--- src/rtl/riscv_pkg.sv ---
// Types and constants shared by the fetch stage and its neighbours.
package riscv_pkg;

    localparam logic [31:0] NOP_INSTR = 32'h0000_0013;

    typedef enum logic [1:0] {
        BOOT = 2'd0,
        RUN  = 2'd1,
        HALT = 2'd2
    } if_state_t;

    typedef enum logic [1:0] {
        CAUSE_NONE     = 2'd0,
        CAUSE_ILL      = 2'd1,
        CAUSE_MISALIGN = 2'd2
    } trap_cause_t;

endpackage

--- src/rtl/if_stage_if.sv ---
// Fetch-stage bus: instruction ROM port, control inputs from EX/hazard/decode,
// and the instruction presented to decode.
interface if_stage_if;
    import riscv_pkg::*;

    logic [31:0] imem_addr;
    logic [31:0] imem_rdata;
    logic        stall;
    logic        redirect;
    logic [31:0] redirect_pc;
    logic        id_ill;
    logic [31:0] if_instr;
    logic [31:0] if_pc;
    logic        if_valid;
    logic        trap;
    trap_cause_t trap_cause;
    logic        halted;

    modport master (
        output imem_addr, if_instr, if_pc, if_valid, trap, trap_cause, halted,
        input  imem_rdata, stall, redirect, redirect_pc, id_ill
    );

    modport slave (
        input  imem_addr, if_instr, if_pc, if_valid, trap, trap_cause, halted,
        output imem_rdata, stall, redirect, redirect_pc, id_ill
    );

endinterface

--- src/rtl/if_pc_sel.sv ---
// Next-PC priority mux and trap detection for the fetch stage (purely combinational).
module if_pc_sel
    import riscv_pkg::*;
#(
    parameter logic [31:0] RESET_PC     = 32'h0000_0000,
    parameter logic [31:0] TRAP_VEC     = 32'h0000_0100,
    parameter bit          HALT_ON_TRAP = 1'b0
) (
    input  if_state_t   state,
    input  logic [31:0] pc_q,
    input  logic        if_valid,
    input  logic        stall,
    input  logic        redirect,
    input  logic [31:0] redirect_pc,
    input  logic        id_ill,
    output logic [31:0] pc_next,
    output logic        take_trap,
    output trap_cause_t cause,
    output logic        xfer
);

    logic [31:0] trap_pc;

    // When parking in HALT the trap vector is never fetched; hold the PC instead.
    assign trap_pc = HALT_ON_TRAP ? pc_q : TRAP_VEC;

    always_comb begin
        pc_next   = pc_q;
        take_trap = 1'b0;
        cause     = CAUSE_NONE;
        xfer      = 1'b0;
        case (state)
            BOOT: pc_next = RESET_PC;
            RUN: begin
                if (redirect && (redirect_pc[1:0] != 2'b00)) begin
                    pc_next   = trap_pc;
                    take_trap = 1'b1;
                    cause     = CAUSE_MISALIGN;
                    xfer      = 1'b1;
                end else if (redirect) begin
                    pc_next = redirect_pc;
                    xfer    = 1'b1;
                end else if (id_ill && if_valid) begin
                    pc_next   = trap_pc;
                    take_trap = 1'b1;
                    cause     = CAUSE_ILL;
                    xfer      = 1'b1;
                end else if (stall || !if_valid) begin
                    // A bubble re-reads the target so its instruction follows the bubble.
                    pc_next = pc_q;
                end else begin
                    pc_next = pc_q + 32'd4;
                end
            end
            default: pc_next = pc_q;
        endcase
    end

endmodule

--- src/rtl/if_stage.sv ---
// Instruction-fetch stage: owns the PC, drives the synchronous ROM, and hands
// fetched instructions to decode with redirect, stall and trap handling.
module if_stage
    import riscv_pkg::*;
#(
    parameter logic [31:0] RESET_PC     = 32'h0000_0000,
    parameter logic [31:0] TRAP_VEC     = 32'h0000_0100,
    parameter bit          HALT_ON_TRAP = 1'b0
) (
    input  logic       clk,
    input  logic       reset_n,
    if_stage_if.master bus
);

    if_state_t   state_q;
    logic [31:0] pc_q;
    logic [31:0] pc_next;
    logic        valid_q;
    logic        trap_q;
    trap_cause_t cause_q;
    logic        take_trap;
    trap_cause_t cause_d;
    logic        xfer;

    if_pc_sel #(
        .RESET_PC    (RESET_PC),
        .TRAP_VEC    (TRAP_VEC),
        .HALT_ON_TRAP(HALT_ON_TRAP)
    ) u_pc_sel (
        .state      (state_q),
        .pc_q       (pc_q),
        .if_valid   (valid_q),
        .stall      (bus.stall),
        .redirect   (bus.redirect),
        .redirect_pc(bus.redirect_pc),
        .id_ill     (bus.id_ill),
        .pc_next    (pc_next),
        .take_trap  (take_trap),
        .cause      (cause_d),
        .xfer       (xfer)
    );

    always_ff @(posedge clk or negedge reset_n) begin
        if (!reset_n) begin
            state_q <= BOOT;
            pc_q    <= RESET_PC;
            valid_q <= 1'b0;
            trap_q  <= 1'b0;
            cause_q <= CAUSE_NONE;
        end else begin
            pc_q    <= pc_next;
            trap_q  <= take_trap;
            cause_q <= cause_d;
            case (state_q)
                BOOT: begin
                    // RESET_PC was sampled by the ROM on this edge, so it is valid next cycle.
                    state_q <= RUN;
                    valid_q <= 1'b1;
                end
                RUN: begin
                    valid_q <= !xfer;
                    if (take_trap && HALT_ON_TRAP)
                        state_q <= HALT;
                end
                default: valid_q <= 1'b0;
            endcase
        end
    end

    assign bus.imem_addr  = pc_next;
    assign bus.if_instr   = valid_q ? bus.imem_rdata : NOP_INSTR;
    assign bus.if_pc      = pc_q;
    assign bus.if_valid   = valid_q;
    assign bus.trap       = trap_q;
    assign bus.trap_cause = cause_q;
    assign bus.halted     = (state_q == HALT);

endmodule
--- src/flat_wrapper.sv ---
// flat-port wrapper written by rule: the top's interface ports become plain ports
module if_stage_flat import riscv_pkg::*;
#(
    parameter logic [31:0] RESET_PC     = 32'h0000_0000,
    parameter logic [31:0] TRAP_VEC     = 32'h0000_0100,
    parameter bit          HALT_ON_TRAP = 1'b0
)
  (clk, reset_n, bus_imem_addr, bus_if_instr, bus_if_pc, bus_if_valid, bus_trap, bus_trap_cause, bus_halted, bus_imem_rdata, bus_stall, bus_redirect, bus_redirect_pc, bus_id_ill);
  if_stage_if bus_i ();
  input  logic clk;
  input  logic reset_n;
  output wire logic [$bits(bus_i.imem_addr)-1:0] bus_imem_addr;
  output wire logic [$bits(bus_i.if_instr)-1:0] bus_if_instr;
  output wire logic [$bits(bus_i.if_pc)-1:0] bus_if_pc;
  output wire logic [$bits(bus_i.if_valid)-1:0] bus_if_valid;
  output wire logic [$bits(bus_i.trap)-1:0] bus_trap;
  output wire logic [$bits(bus_i.trap_cause)-1:0] bus_trap_cause;
  output wire logic [$bits(bus_i.halted)-1:0] bus_halted;
  input wire logic [$bits(bus_i.imem_rdata)-1:0] bus_imem_rdata;
  input wire logic [$bits(bus_i.stall)-1:0] bus_stall;
  input wire logic [$bits(bus_i.redirect)-1:0] bus_redirect;
  input wire logic [$bits(bus_i.redirect_pc)-1:0] bus_redirect_pc;
  input wire logic [$bits(bus_i.id_ill)-1:0] bus_id_ill;
  assign bus_imem_addr = bus_i.imem_addr;
  assign bus_if_instr = bus_i.if_instr;
  assign bus_if_pc = bus_i.if_pc;
  assign bus_if_valid = bus_i.if_valid;
  assign bus_trap = bus_i.trap;
  assign bus_trap_cause = bus_i.trap_cause;
  assign bus_halted = bus_i.halted;
  assign bus_i.imem_rdata = bus_imem_rdata;
  assign bus_i.stall = bus_stall;
  assign bus_i.redirect = bus_redirect;
  assign bus_i.redirect_pc = bus_redirect_pc;
  assign bus_i.id_ill = bus_id_ill;
  if_stage #(.RESET_PC(RESET_PC), .TRAP_VEC(TRAP_VEC), .HALT_ON_TRAP(HALT_ON_TRAP)) u_core (.clk(clk), .reset_n(reset_n), .bus(bus_i));
endmodule
--- config.mk ---
export PLATFORM = sky130hd
export DESIGN_NAME = if_stage_flat
export DESIGN_NICKNAME = d
export VERILOG_FILES = /design/src/rtl/riscv_pkg.sv /design/src/rtl/if_stage_if.sv /design/src/rtl/if_pc_sel.sv /design/src/rtl/if_stage.sv /design/src/flat_wrapper.sv
export SDC_FILE = /design/constraint.sdc
export NUM_CORES = 1
export LEC_CHECK = 0
export CORE_ASPECT_RATIO = 2
export CORE_MARGIN = 3
export CORE_UTILIZATION = 36
export DETAILED_ROUTE_END_ITERATION = 8
export PLACE_DENSITY = 0.86
export REMOVE_ABC_BUFFERS = 1
export SYNTH_ARGS = -nofsm -noshare
export SYNTH_HDL_FRONTEND = slang
export SYNTH_SLANG_ARGS = --single-unit
--- constraint.sdc ---
create_clock -name clk -period 3.25 [get_ports clk]
set_clock_uncertainty 0.2 [all_clocks]
set_input_delay 0.325 -clock clk [delete_from_list [all_inputs] [get_ports clk]]
set_output_delay 0.325 -clock clk [all_outputs]
set_load 0.01 [all_outputs]
==> metrics, run 1 <==
status=completed; largest area contributor in the netlist=dfrtp_1; Std-Cell Rows=39; Antenna Cells=0; yosys synthesis warning count=0; Cell Pwr Density=roughly 310 nW/um2; highest net fanout along the worst path=10; Combinational Power Share=between 20% and 30%; Mapped Area=2200 um2; clock-pin slew on the worst setup and hold paths=~50 ps; Min-Delay Endpoint=u_core.bus.if_pc[0]; detail-routed via count per cell=about 5.3; synth unique cells=39; number of max-cap violations=0; critical path class=in2out; Die H=~120 um; Worst R2R Path Depth=5; H-tree levels=2; largest net degree at the start of global routing=39; total CTS buffers=5; final hold violation count=0; FF-to-FF Start=u_core.bus.if_pc[15]; Syn Inst Count=249; RSZ-0062 raised after global routing=false; Setup TNS=0 ps; ys async rst share=100%; initial antenna violation count=0; kind of cell adding the most delay to the critical path=buffers and inverters; Post-synth EDFFs=0; largest family of logic cells by synthesized area=simple AND/OR/NAND/NOR gates; Die ar.=approximately 7000 um2; Pre-antenna DRT Iters=4; worst-case vdd ir drop=slightly above 0.0002 V; hold_sp=u_core.bus.if_pc[0]; Synth Area in Simple Gates=around a third; clock tree buffer depth=2; CP Cell Sequence=clkdlybuf4s50_1 -> nand3b_4 -> nor4_4 -> buf_4 -> nand2_1 -> xor2_1 -> o21ai_0 -> clkdlybuf4s50_1; Synth Area in Compound Gates=a little under a tenth; Max Freq=about 0.32 GHz; first-pass GRT wire length=approximately 12 mm; Root Driver=clkbuf_16; Worst slew margin=44.3%; Worst Hold Class=reg2reg; Post-CTS Setup Inserts=0; CORE AREA=~5800 um2; switching share of power=24.6%; endpoints failing setup=0; Seq cells post-synth=37; Arrival @ worst endpoint=~2600 ps; CTS tree=yes; area grow syn2layout=87.4%; adder and majority cell fraction of the synthesized area=less than 1%; Layout Nets=between 400 and 500; Total Routed Length=between 8 and 9 mm; vias in the first global route=2597; Post-synth top cells=37 x dfrtp_1, 37 x nand2_1, 29 x and2_1, 22 x o21ai_0, 18 x xor2_1; Filler cells=439; minimum clock period=between 3000 and 4000 ps; All-Layer GR Usage=a little under a quarter; crit path launch type=input port; global route overflow=0; Cell Int Power=about 960 uW; RePlAce Congestion=roughly 0.9; post-route insts no fill=slightly below 500; cell at the slowest stage of the critical path=clkdlybuf4s50_1; post-route ant nets=0; Skew-Pair Late Insertion Delay=about 280 ps; Final Cycle Share=a little over nine tenths; Crit path top cell by count=clkdlybuf4s50_1; Starting Density=around 38%; WP data required=2720 ps; Synth area leaders=dfrtp_1 42%, and2_1 8.2%, xor2_1 7.2%; Ports=170; mux share of post-synthesis cell area=0%; slowest stage delay, CP=590 ps; WHS Path Cells=2; buffers and inverters on the worst path=3; Final Max Slew Viols=0; dpl cells=approximately 470; Worst Tran Pin Value=roughly 840 ps; setup slack, reg-to-reg=1230 ps; Reg power frac=between 30% and 40%; Via Count=~2500; DP Wirelength=around 6.3 mm; Avg WL per Cell=~17 um; RR Endpoint=u_core.bus.if_pc[26]; chip width=approximately 61 um; post-synthesis xor/xnor area fraction=10.3%; top-area cell type share of the netlist area=42.0%; syn_area_per_cell=8.85 um2; clock network power share=a little under two fifths; Remaining DRCs=0; Leak Pwr=about 1.7 nW; Most used DFF post-synth=dfrtp_1; initial drt markers=roughly 190; sw power=~310 uW; CTS sink count=37; layout cells sized above 1=around 6.2%; Seq/Total Area, Yosys=42.0%; IO Port Bufs=around 170; critical path capture point type=output pin
## area by class of cell
class                           instances  area (um2)  area share [%]
Inverter                                6        22.5           0.545
Timing Repair Buffer                  175        1740            42.1
Tap cell                               61        76.3            1.85
Multi-Input combinational cell        195        1220            29.6
Sequential cell                        37         927            22.5
Clock buffer                            7         143            3.45
## power by group through the flow
stage               Clock [mW]  Combinational [mW]  Sequential, mW
floorplan                    0              0.0772           0.508
global route             0.502               0.323           0.496
CTS                      0.489               0.303           0.493
global placement             0               0.295           0.500
finish                   0.482               0.300           0.494
detailed placement           0               0.300           0.501
## through the flow
stage	hold WS [ps]	power [mW]	setup WS [ps]	utilization, %	area (um2)
floorplan	-171	0.586	638	-	2150
global placement	263	0.796	149	68.1	3950
detailed placement	267	0.801	114	68.1	3950
CTS	308	1.29	74.5	70.8	4110
global route	331	1.32	3.87	71.1	4130
finish	304	1.28	114	71.1	4130
## cells by family (layout without fill, tap and decap cells)
kind of cell               after synthesis  in the layout
other                                    2              2
adders and majority gates                1              1
xor gates and xnor gates                26             26
AOI/OAI and AO/OA                       36             36
buffers and inverters                   17            188
and+or+nand+nor                        130            130
DFF                                     37             37
## cells in the final DEF, fill, tap and decap left out, types with 2 or more instances in the layout
master	Yosys	final
and3_1	4	4
nand2_1	37	37
dfrtp_1	37	36
nand3_1	13	13
nor2b_1	3	3
a22oi_1	2	2
nor3b_2	2	2
xnor2_1	8	8
nand2b_1	4	4
o21ai_1	3	7
xor2_1	18	18
clkbuf_16	0	5
clkdlybuf4s50_1	0	165
o21ai_0	22	18
nor3_1	4	3
a211oi_1	2	2
a21oi_1	2	2
inv_1	6	6
buf_4	1	6
and2_1	29	29
nand4_1	10	10
dlymetal6s2s_1	0	2
nor2_1	14	13
nor4_4	2	3
conb_1	2	2
## per-layer routing
metal  share of wire, %  global-route usage [%]  wire length (um)  vias up
met1                 34                    21.4              2750     1182
met5                  0                       0                 0        -
met4                1.3                    7.81               108        0
met3                9.5                    5.86               772       12
li1                   -                       -                 -     1181
met2                 55                    43.5              4520      155
## what timing repair did
action	CTS	global route
endpoints found under the hold margin	37	0
pin swaps	0	2
resized for setup	1	9
gates cloned	0	0
setup endpoints to repair	2	15
hold buffers	1	0
## worst register-to-register path: stages (launching register included)
cell and delay, ps:
dfrtp_1 420, nand4_1 260, nor4_4 480, nand2_1 130
xor2_1 170, o21ai_0 250
## worst max-delay path by stage
| stage | end | slack, ps | start | cells after the start |
|---|---|---|---|---|
| floorplan | bus_imem_addr[30] | 640 | u_core.bus.if_valid | 5 |
| global placement | bus_imem_addr[22] | 150 | bus_stall | 8 |
| detailed placement | bus_imem_addr[31] | 110 | bus_stall | 8 |
| CTS | bus_imem_addr[22] | 70 | bus_stall | 8 |
| global route | bus_imem_addr[14] | 4 | bus_stall | 8 |
| finish | bus_imem_addr[26] | 110 | bus_stall | 8 |
## sequential cells by signal (all words and copies together) (netlist names)
| signal | flops |
|---|---|
| u_core.bus.if_pc | 32 |
| u_core.bus.if_valid | 1 |
| u_core.bus.trap | 1 |
| u_core.bus.trap_cause | 2 |
| u_core.state_q | 1 |
Note: power is estimated with default switching activity, not from simulation.
==> inputs of run 2 (changes only) <==
- CTS_CLUSTER_SIZE: not set -> 16
==> results of run 2 <==
Same layout as run 1: the final DEF is identical, and so are final timing and power.
